--- config.mk ---
export PLATFORM = sky130hd
export DESIGN_NAME = uart_cmd_decoder
export DESIGN_NICKNAME = d
export VERILOG_FILES = /design/src/rtl/uart_cmd_decoder.sv
export SDC_FILE = /design/constraint.sdc
export NUM_CORES = 1
export LEC_CHECK = 0
export CORE_UTILIZATION = 45
export CTS_CLUSTER_SIZE = 16
export DETAILED_ROUTE_END_ITERATION = 16
export PLACE_DENSITY = 0.75
export SLEW_MARGIN = 20
export SYNTH_ARGS = -nofsm -noshare
export SYNTH_HDL_FRONTEND = slang
export SYNTH_SLANG_ARGS = --single-unit
--- constraint.sdc ---
create_clock -name clk -period 4 [get_ports clk]
set_clock_uncertainty 0.05 [all_clocks]
set_input_delay 0.8 -clock clk [delete_from_list [all_inputs] [get_ports clk]]
set_output_delay 0.8 -clock clk [all_outputs]
set_load 0.005 [all_outputs]
--- src/rtl/uart_cmd_decoder.sv ---
// rtl/uart_cmd_decoder.sv - UART byte-stream to register-bus command decoder
// Optional checksum byte per frame enabled by CMD_CHECKSUM_EN.
module uart_cmd_decoder #(
    parameter int          TIMEOUT_CYCLES = 1000000,
    parameter logic [7:0]  SYNC_BYTE      = 8'hA5
) (
    input  logic        clk,
    input  logic        reset_,
    input  logic        rx_req,
    output logic        rx_ready,
    input  logic [7:0]  rx_data,
    input  logic        rx_error,
    output logic        cmd_valid,
    input  logic        cmd_ready,
    output logic        cmd_write,
    output logic [7:0]  cmd_addr,
    output logic [31:0] cmd_wdata,
    output logic [7:0]  err_cnt
);

    localparam int             TW      = $clog2(TIMEOUT_CYCLES + 1);
    localparam logic [TW-1:0]  TMO_MAX = TW'(TIMEOUT_CYCLES);
    localparam logic [7:0]     CMD_W   = 8'h57;
    localparam logic [7:0]     CMD_R   = 8'h52;

    typedef enum logic [2:0] {
        S_IDLE  = 3'd0,
        S_CMD   = 3'd1,
        S_ADDR  = 3'd2,
        S_DATA  = 3'd3,
        S_ISSUE = 3'd4
`ifdef CMD_CHECKSUM_EN
        , S_CSUM = 3'd5
`endif
    } state_t;

`ifdef CMD_CHECKSUM_EN
    localparam state_t S_FEND = S_CSUM;
`else
    localparam state_t S_FEND = S_ISSUE;
`endif

    state_t         r_state;
    state_t         w_next;
    logic           w_acc;
    logic           w_in_frame;
    logic           w_tmo_hit;
    logic           w_err_inc;
    logic [TW-1:0]  r_tmo;
    logic           r_write;
    logic [7:0]     r_addr;
    logic [31:0]    r_wdata;
    logic [1:0]     r_idx;
    logic [7:0]     r_err_cnt;
`ifdef CMD_CHECKSUM_EN
    logic [7:0]     r_csum;
`endif

    assign w_acc = rx_req && rx_ready;
`ifdef CMD_CHECKSUM_EN
    assign w_in_frame = (r_state == S_CMD) || (r_state == S_ADDR) ||
                        (r_state == S_DATA) || (r_state == S_CSUM);
`else
    assign w_in_frame = (r_state == S_CMD) || (r_state == S_ADDR) ||
                        (r_state == S_DATA);
`endif
    assign w_tmo_hit = w_in_frame && !w_acc && (r_tmo == TMO_MAX);

    always_ff @(posedge clk) begin
        if (!reset_) begin
            r_state <= S_IDLE;
        end else begin
            r_state <= w_next;
        end
    end

    always_comb begin
        w_next    = r_state;
        w_err_inc = 1'b0;
        if (r_state == S_IDLE) begin
            if (w_acc && !rx_error && (rx_data == SYNC_BYTE)) begin
                w_next = S_CMD;
            end
        end else if (r_state == S_ISSUE) begin
            if (cmd_ready) begin
                w_next = S_IDLE;
            end
        end else if (w_acc) begin
            // A flagged byte aborts the frame, whatever its value.
            if (rx_error) begin
                w_next    = S_IDLE;
                w_err_inc = 1'b1;
            end else begin
                case (r_state)
                    S_CMD: begin
                        if ((rx_data == CMD_W) || (rx_data == CMD_R)) begin
                            w_next = S_ADDR;
                        end else begin
                            w_next    = S_IDLE;
                            w_err_inc = 1'b1;
                        end
                    end
                    S_ADDR: w_next = r_write ? S_DATA : S_FEND;
                    S_DATA: w_next = (r_idx == 2'd3) ? S_FEND : S_DATA;
`ifdef CMD_CHECKSUM_EN
                    S_CSUM: begin
                        if (rx_data == r_csum) begin
                            w_next = S_ISSUE;
                        end else begin
                            w_next    = S_IDLE;
                            w_err_inc = 1'b1;
                        end
                    end
`endif
                    default: w_next = S_IDLE;
                endcase
            end
        end else if (w_tmo_hit) begin
            w_next    = S_IDLE;
            w_err_inc = 1'b1;
        end
    end

    always_comb begin
        rx_ready  = (r_state != S_ISSUE);
        cmd_valid = (r_state == S_ISSUE);
    end

    always_ff @(posedge clk) begin
        if (!reset_) begin
            r_tmo     <= '0;
            r_write   <= 1'b0;
            r_addr    <= 8'h00;
            r_wdata   <= 32'h0;
            r_idx     <= 2'd0;
            r_err_cnt <= 8'h00;
`ifdef CMD_CHECKSUM_EN
            r_csum    <= 8'h00;
`endif
        end else begin
            if (w_err_inc && (r_err_cnt != 8'hFF)) begin
                r_err_cnt <= r_err_cnt + 8'd1;
            end
            if (!w_in_frame || w_acc || w_tmo_hit) begin
                r_tmo <= '0;
            end else begin
                r_tmo <= r_tmo + 1'b1;
            end
            if (w_acc && !rx_error) begin
                case (r_state)
                    S_CMD: begin
                        r_write <= (rx_data == CMD_W);
                        r_wdata <= 32'h0;
                    end
                    S_ADDR: begin
                        r_addr <= rx_data;
                        r_idx  <= 2'd0;
                    end
                    S_DATA: begin
                        r_wdata[{r_idx, 3'b000} +: 8] <= rx_data;
                        r_idx                         <= r_idx + 2'd1;
                    end
                    default: ;
                endcase
            end
`ifdef CMD_CHECKSUM_EN
            if ((r_state == S_IDLE) && (w_next == S_CMD)) begin
                r_csum <= 8'h00;
            end else if (w_acc && !rx_error &&
                         ((r_state == S_CMD) || (r_state == S_ADDR) || (r_state == S_DATA))) begin
                r_csum <= r_csum ^ rx_data;
            end
`endif
        end
    end

    assign cmd_write = r_write;
    assign cmd_addr  = r_addr;
    assign cmd_wdata = r_wdata;
    assign err_cnt   = r_err_cnt;

endmodule

Word-level counts from Yosys, hierarchy flattened
Cells that the tools add are included.
- flip-flop bits (word level): 74
- bits of input ports: 13
- logic and storage cells: 72
- add/subtract/negate cells: 4
- equality and inequality tests: 13
- shift-type cells: 2
- multiplexer cells: 21
- bitwise gates (word level): 1
- reduce and logical (&&, ||, !) cells: 24
- operator list (kind ; number):
    $pmux W32 S2 ; 1
    $bwmux W32 ; 1
    $shift A8 B7 Y32 const A ; 1
    $shiftx A8 B7 Y32 ; 1
    $mux W3 ; 9
    $add A20 B1 Y20 const B ; 1
    $eq A20 B20 Y1 const B ; 1
    $eq A8 B7 Y1 const B ; 2
    $pmux W3 S3 ; 1
    $add A8 B1 Y8 const B ; 1
    $eq A8 B8 Y1 const B ; 1
    $ne A8 B8 Y1 const B ; 1
    $reduce_and A2 Y1 ; 4
    $mux W1 ; 7
    $neg A5 Y7 ; 1
    $eq A3 B2 Y1 const B ; 2
    $logic_and A1 B1 Y1 ; 6
    $logic_or A1 B1 Y1 ; 5
    $pmux W2 S2 ; 1
    $reduce_bool A2 Y1 ; 2
    $reduce_bool A4 Y1 ; 1
    $eq A3 B1 Y1 const B ; 1
    $eq A3 B3 Y1 const B ; 1
    $logic_not A1 Y1 ; 3
    10 further kinds ; 10

Logic depth before layout (Yosys ltp)
Gate-level depths: netlist of the first run.
- depth after elaboration: 10
- mapped depth: 9

Least setup slack after synthesis of the first run
OpenSTA, ideal clock, no wires.
- kind: in2reg
- start point: input port rx_data[5]
- end point: register r_err_cnt[0], in the netlist err_cnt[0]
- library setup time: 128 ps
- arrival: 2049 ps
- required time: 3822 ps
- path slack: 1773 ps
- cell stages on the path: 7
- path buffers: 1
- path through: and4bb_2 > nand3b_1 > o311a_1 > o211ai_2 > buf_6 > xor2_1 > nor2_1
- word-level cells in the longest chain between the ends: 9
- RTL lines (item ; RTL line ; source):
    start: declaration ; 11 ; input logic [7:0] rx_data,
    $eq A8 B7 Y1 ; 96 ; if ((rx_data == CMD_W) || (rx_data == CMD_R)) begin
    $logic_or A1 B1 Y1 (*) ; 96 ;
    $mux W1 (*) ; 96 ;
    $mux W1 (*) ; 94 ; case (r_state)
    $mux W1 (*) ; 90 ; if (rx_error) begin
    $mux W1 (*) ; 88 ; end else if (w_acc) begin
    $mux W1 (*) ; 84 ; end else if (r_state == S_ISSUE) begin
    $mux W1 (*) ; 80 ; if (r_state == S_IDLE) begin
    $logic_and A1 B1 Y1 (*) ; 141 ; if (w_err_inc && (r_err_cnt != 8'hFF)) begin
    end signal: assignment ; 142 ; r_err_cnt <= r_err_cnt + 8'd1;
    end: declaration ; 54 ; logic [7:0] r_err_cnt;
Mark *: on every way between the ends. The rest lies on a longest branch, timed or not.
A chain may end at the register's enable or synchronous reset.

Final worst setup path of the first run
- start point: input port rx_data[4]
- end point: register r_err_cnt[3], in the netlist err_cnt[3]
Same word-level chain as after synthesis.

==> flow_summary.json, run 1 <==
{
  "status": "completed",
  "die_w_um": 86.78,
  "cts_max_path_buffers": 2,
  "start_util_pct": 47.09,
  "worst_ep_arrival_time_ns": 3.00,
  "setup_violations": 0,
  "gr-total-overflow": 0,
  "fin_area_mm2": 0.004148,
  "cp_max_fo": 13,
  "endpoint_kind": "register",
  "slew_violations": 0,
  "crit_chain": "clkdlybuf4s50_1, and4bb_2, nand3b_1, o311a_1, o211ai_2, o21ai_0, a21oi_1",
  "drtAntennaViolNets": 0,
  "timing.rr.start": "r_state[0]",
  "grt_pass1_wl_um": 12230,
  "drt_wl_total_um": 7505,
  "grtUsageMet1_pct": 29.72,
  "synth_area_per_cell_um2": 8.445,
  "cts_tree": "done",
  "core_area_mm2": 0.006869,
  "max_stage_delay_ns": 0.65,
  "grt_antenna_before_repair": 0,
  "power_mw": 1.465,
  "port_buffers": 63,
  "cp.required_ns": 4.22,
  "fmax_mhz": 359.8,
  "ir_drop_mv": 0.1882,
  "drtIter0Drc": 192,
  "grt-busiest-layer": "met2",
  "async_flop_share_pct": 0,
  "htreeDepth": 3,
  "leakage_nw": 1.366,
  "synth_ff_type": "dfxtp_1",
  "drtPass1Iterations": 5,
  "track_usage_pct": 20.82,
  "path_clk_slew_ns": 0.07,
  "ios": 64,
  "place_area_mm2": 0.003905,
  "cp-start-kind": "input pin",
  "worstSetupPathDepth": 7,
  "tightest_slew_ns": 0.7398,
  "finalWorstSetupSlack_ns": 1.220,
  "diodes": 0,
  "grt_max_degree": 54,
  "ys_seq_area_share_pct": 45.80,
  "timing.rr.end": "err_cnt[5]",
  "wire_per_inst_um": 13.87,
  "worstSetupStartpoint": "rx_data[4]",
  "relSlewSlack_pct": 50.55,
  "critical_path.top_delay_family": "compound AO/OA/AOI/OAI gates",
  "hold_violations": 0,
  "synth_fp_nets": 404,
  "cts-root-buf": "clkbuf_8",
  "powerDensity_mw_per_mm2": 353.2,
  "drive_gt1_share_pct": 5.618,
  "drc": 0,
  "worst_r2r_path_depth": 6,
  "yosys_warnings": 0,
  "std_cell_rows": 30,
  "fin_crit_ns": 2.780,
  "crit_path_end": "err_cnt[3]",
  "use_met2_pct": 30.42,
  "dieArea_mm2": 0.007531,
  "fin_crit_sh_pct": 69.49,
  "vias_per_cell": 5.353,
  "cts_resized": 0,
  "crit_buf_inv": 1,
  "timing.setup.tns_ns": 0,
  "numCtsBuffers": 9,
  "syn2layout_area_growth_pct": 28.24,
  "synth-seq-cells": 74,
  "grtUsageMet3_pct": 4.286,
  "fillCellCount": 595,
  "cts_sinks": 74,
  "synth.distinct_cells": 47,
  "post_cts.repair.setup_buffers": 0,
  "synthesis.area_mm2": 0.003234,
  "r2r_slack_ns": 1.46,
  "fin_nets": 461,
  "synthCells": 383,
  "synth_enable_flop_cells": 0,
  "place_ws_ns": 0.9028,
  "worst-setup-path-type": "input pin to register",
  "routed-via-count": 2896,
  "final_util_pct": 60.38,
  "place_congestion": 0.7766,
  "min_path_type": "register to register",
  "cp_slowest_cell": "clkdlybuf4s50_1",
  "clkLatencyLatePin_ns": 0.34,
  "fp.dieH_um": 86.78,
  "rsz0062_at_grt": "false",
  "postCtsHoldBufs": 0,
  "cap_violations": 0,
  "dp_hpwl_um": 5300,
  "grt_pass1_vias": 2576
}
cells in the mapped netlist (2+ instances only):
| master | instances | share of area (%) |
|---|---|---|
| nand2_1 | 36 | 4.2 |
| o21ai_1 | 4 | 0.62 |
| nand3_1 | 22 | 3.4 |
| xnor2_1 | 3 | 0.81 |
| inv_1 | 10 | 1.2 |
| ha_1 | 8 | 3.1 |
| and3_1 | 4 | 0.77 |
| xor2_1 | 14 | 3.8 |
| or3_1 | 9 | 1.7 |
| or4_1 | 2 | 0.46 |
| a22oi_1 | 22 | 5.1 |
| o21ai_0 | 18 | 2.8 |
| buf_2 | 4 | 0.62 |
| a21oi_1 | 31 | 4.8 |
| buf_6 | 2 | 0.70 |
| nand2b_1 | 3 | 0.58 |
| clkbuf_1 | 12 | 1.4 |
| nor4bb_1 | 2 | 0.62 |
| mux2i_1 | 2 | 0.62 |
| dfxtp_1 | 74 | 46 |
| nor3b_1 | 2 | 0.46 |
| nor3_1 | 6 | 0.93 |
| nor4b_1 | 3 | 0.81 |
| nand4_1 | 5 | 0.97 |
| nor2_1 | 62 | 7.2 |
| nand3b_1 | 2 | 0.46 |
logic make-up (layout without fill, tap and decap cells):
family	Yosys count	in the layout	share of synthesized area, %
AND/OR/NAND/NOR	168	168	25.92
multiplexers	2	2	0.6190
AO/OA/AOI/OAI	85	85	15.98
XOR/XNOR	17	17	4.604
flip-flops	74	74	45.80
buffers and inverters	29	91	3.984
adder cells (fa/ha/maj)	8	8	3.095
placed cells by master (no fill, tap or decap), types with 2 or more instances in the layout:
cell,synthesis,routed
clkbuf_8,0,9
clkdlybuf4s50_1,0,63
a22oi_1,22,22
a21oi_1,31,31
xnor2_1,3,3
nor4b_1,3,3
and3_1,4,4
nand4_1,5,5
xor2_1,14,14
o21ai_1,4,4
nor3_1,6,6
o21ai_0,18,18
dfxtp_1,74,74
bufinv_16,0,3
or4_1,2,2
nand3_1,22,22
nor2_1,62,62
nand3b_1,2,2
mux2i_1,2,2
nor3b_1,2,2
nor4bb_1,2,2
clkinv_4,0,2
nand2_1,36,36
or3_1,9,9
ha_1,8,8
nand2b_1,3,3
inv_1,10,10
how the worst min path moves through the flow:
stage                 start      endpoint  cells past startpoint
6_report       cmd_wdata[5]  cmd_wdata[5]                      2
5_1_grt        cmd_wdata[0]  cmd_wdata[0]                      2
4_1_cts        cmd_wdata[5]  cmd_wdata[5]                      2
3_5_place_dp   cmd_wdata[0]  cmd_wdata[0]                      2
3_3_place_gp   cmd_wdata[2]  cmd_wdata[2]                      2
2_1_floorplan  cmd_wdata[1]  cmd_wdata[1]                      2
metrics by stage:
stage	instances	hold WS, ns
floorplan	383	0.3983
global placement	525	0.3959
detailed placement	525	0.3982
CTS	541	0.4108
global route	541	0.4220
finish	541	0.4068
where the power goes:
part | total [mW] | leakage (nW) | switching [mW] | internal [mW]
Sequential | 0.736 | 0.596 | 0.0000674 | 0.736
Combinational | 0.0391 | 0.653 | 0.0244 | 0.0147
Clock | 0.690 | 0.117 | 0.273 | 0.417
state kept, by name, indices dropped and copies added, names as in the netlist:
| signal | flops |
|---|---|
| cmd_addr | 8 |
| cmd_wdata | 32 |
| cmd_write | 1 |
| err_cnt | 8 |
| r_idx | 2 |
| r_state | 3 |
| r_tmo | 20 |
metal layers:
| layer | share of wire, % | vias to the layer above |
|---|---|---|
| li1 | - | 1462 |
| met1 | 49 | 1342 |
| met2 | 45 | 81 |
| met3 | 4.8 | 11 |
| met4 | 1.4 | 0 |
| met5 | 0 | - |
area by class of cell:
type | instances | area [um^2] | area share [%]
tap | 96 | 120.1 | 2.896
clock buffer | 10 | 127.6 | 3.077
multi-input combinational | 280 | 1624 | 39.16
clock inverter | 6 | 115.1 | 2.775
sequential | 74 | 1481 | 35.72
inverter | 11 | 41.29 | 0.9955
timing repair buffer | 64 | 638.1 | 15.38
worst reg2reg max path, stage by stage, from the launching register on:
cell and delay [ns]:
dfxtp_1 0.68, nor2_1 0.20, or3_4 0.38, nor3_4 0.26, o211ai_2 0.24, or4_1 0.52, a21oi_1 0.14
No activity file was read; power rests on OpenSTA's default activity.
==> run 2, diff against run 1 <==
clock period = 2.8 ns   (was 4 ns; I/O delays follow)
==> flow_summary.json, run 2 (same netlist as run 1, synthesis figures left out) <==
{
  "numCtsBuffers": 9,
  "clkLatencyLatePin_ns": 0.34,
  "endpoint_kind": "primary output",
  "cp.required_ns": 2.19,
  "post_cts.repair.setup_buffers": 0,
  "drtAntennaViolNets": 0,
  "fin_crit_ns": 2.370,
  "drt_wl_total_um": 7811,
  "timing.setup.tns_ns": 0,
  "hold_start": "cmd_wdata[2]",
  "timing.rr.start": "r_state[1]",
  "die_w_um": 86.78,
  "min_path_cells": 2,
  "mostFrequentLayoutCell": "dfxtp_1",
  "cp-start-kind": "register",
  "grt_max_degree": 54,
  "worst_r2r_path_depth": 7,
  "cts_sinks": 74,
  "critical_path.top_delay_family": "buffers and inverters",
  "cts_resized": 0,
  "place_ws_ns": 0.1794,
  "grt_antenna_before_repair": 0,
  "core_area_mm2": 0.006869,
  "fmax_mhz": 421.9,
  "rsz0062_at_grt": "false",
  "vias_per_cell": 5.210,
  "gr-total-overflow": 0,
  "cp_max_fo": 13,
  "cap_violations": 0,
  "powerDensity_mw_per_mm2": 481.5,
  "tightest_slew_ns": 0.6375,
  "drc": 0,
  "hold_violations": 0,
  "worst-setup-path-type": "register to primary output",
  "hold_end": "cmd_wdata[2]",
  "place_congestion": 0.8086,
  "routed-via-count": 2907,
  "timing.rr.end": "err_cnt[4]",
  "fin_crit_sh_pct": 84.64,
  "port_buffers": 63,
  "largest_reg_flops": 32,
  "cts-root-buf": "clkbuf_8",
  "final_cell_mix": "dfxtp_1, clkdlybuf4s50_1, nor2_1, nand2_1, a21oi_1",
  "max_stage_delay_ns": 0.49,
  "slew_violations": 0,
  "grt_pass1_vias": 2684,
  "ios": 64,
  "leakage_nw": 1.446,
  "postCtsHoldBufs": 0,
  "syn2layout_area_growth_pct": 31.61,
  "cp_slowest_cell": "clkdlybuf4s50_1",
  "dp_hpwl_um": 5341,
  "cts_max_path_buffers": 2,
  "finalWorstSetupSlack_ns": 0.4300,
  "min_path_type": "register to register",
  "ir_drop_mv": 0.2164,
  "crit_chain": "nor2_1, nand2_1, inv_1, clkdlybuf4s50_1",
  "crit_buf_inv": 2,
  "drive_gt1_share_pct": 9.307,
  "drtIter0Drc": 170,
  "cts_tree": "done",
  "status": "completed",
  "diodes": 0,
  "track_usage_pct": 21.47,
  "start_util_pct": 47.09,
  "fin_nets": 478,
  "r2r_slack_ns": 0.54,
  "setup_violations": 0,
  "std_cell_rows": 30,
  "path_clk_slew_ns": 0.08,
  "worst_ep_arrival_time_ns": 1.76,
  "grt_pass1_wl_um": 12610,
  "dieArea_mm2": 0.007531,
  "drtPass1Iterations": 5,
  "fp.dieH_um": 86.78,
  "htreeDepth": 3,
  "wire_per_inst_um": 14.00,
  "relSlewSlack_pct": 57.39
}
-- run 2: cell types whose count changed in the layout (fill, tap and decap cells not counted) --
cell        change
buf_4          +17
bufinv_16       -1
clkbuf_1        -1
clkinv_2        +1
clkinvlp_4      -1
inv_6           +2
-- run 2: metal layers --
metal / track usage [%] / vias up / wire length [um]
met5: 0 / - / 0
met4: 5.455 / 0 / 78
met3: 4.762 / 6 / 476
met2: 32.86 / 71 / 3576
met1: 30.54 / 1337 / 3680
li1: - / 1493 / -
-- run 2: cell type report --
| type | instances | area, um^2 |
|---|---|---|
| Timing Repair Buffer | 81 | 765.7 |
| Multi-Input combinational cell | 280 | 1624 |
| Clock buffer | 9 | 123.9 |
| Clock inverter | 7 | 100.1 |
| Inverter | 11 | 41.29 |
| Fill cell | 614 | 2613 |
| Sequential cell | 74 | 1481 |
| Tap cell | 96 | 120.1 |
-- run 2: worst register-to-register path, stage by stage, from the launching register on --
cell and delay [ns]:
dfxtp_1 0.55, nor2_1 0.17, or3_4 0.37, nor3_4 0.24, o211ai_2 0.14, buf_4 0.18, or3_1 0.34, a21oi_1 0.14
-- run 2: how the worst max path moves through the flow --
stage	from	endpoint	slack (ns)	cells after the start
2_1_floorplan	rx_data[5]	err_cnt[0]	0.81	7
3_3_place_gp	rx_data[5]	err_cnt[0]	0.21	8
3_5_place_dp	rx_data[5]	err_cnt[0]	0.18	8
4_1_cts	r_state[1]	cmd_valid	0.44	4
5_1_grt	r_state[1]	cmd_valid	0.32	4
6_report	r_state[1]	cmd_valid	0.43	4
-- run 2: power by group --
group	switching, mW	total (mW)	leakage [nW]	internal (mW)
sequential	0.0000263	1.05	0.596	1.05
combinational	0.0397	0.0689	0.736	0.0292
clock	0.420	0.929	0.114	0.510
-- run 2: stage by stage --
step	cells	area, um^2	hold WS, ns	utilization [%]	power, mW
floorplan	383	3234	0.3983	-	1.097
global placement	542	4033	0.3914	58.71	1.144
detailed placement	542	4033	0.3969	58.71	1.144
CTS	558	4257	0.4205	61.97	2.060
global route	558	4257	0.4408	61.97	2.107
finish	558	4257	0.4191	61.97	2.049
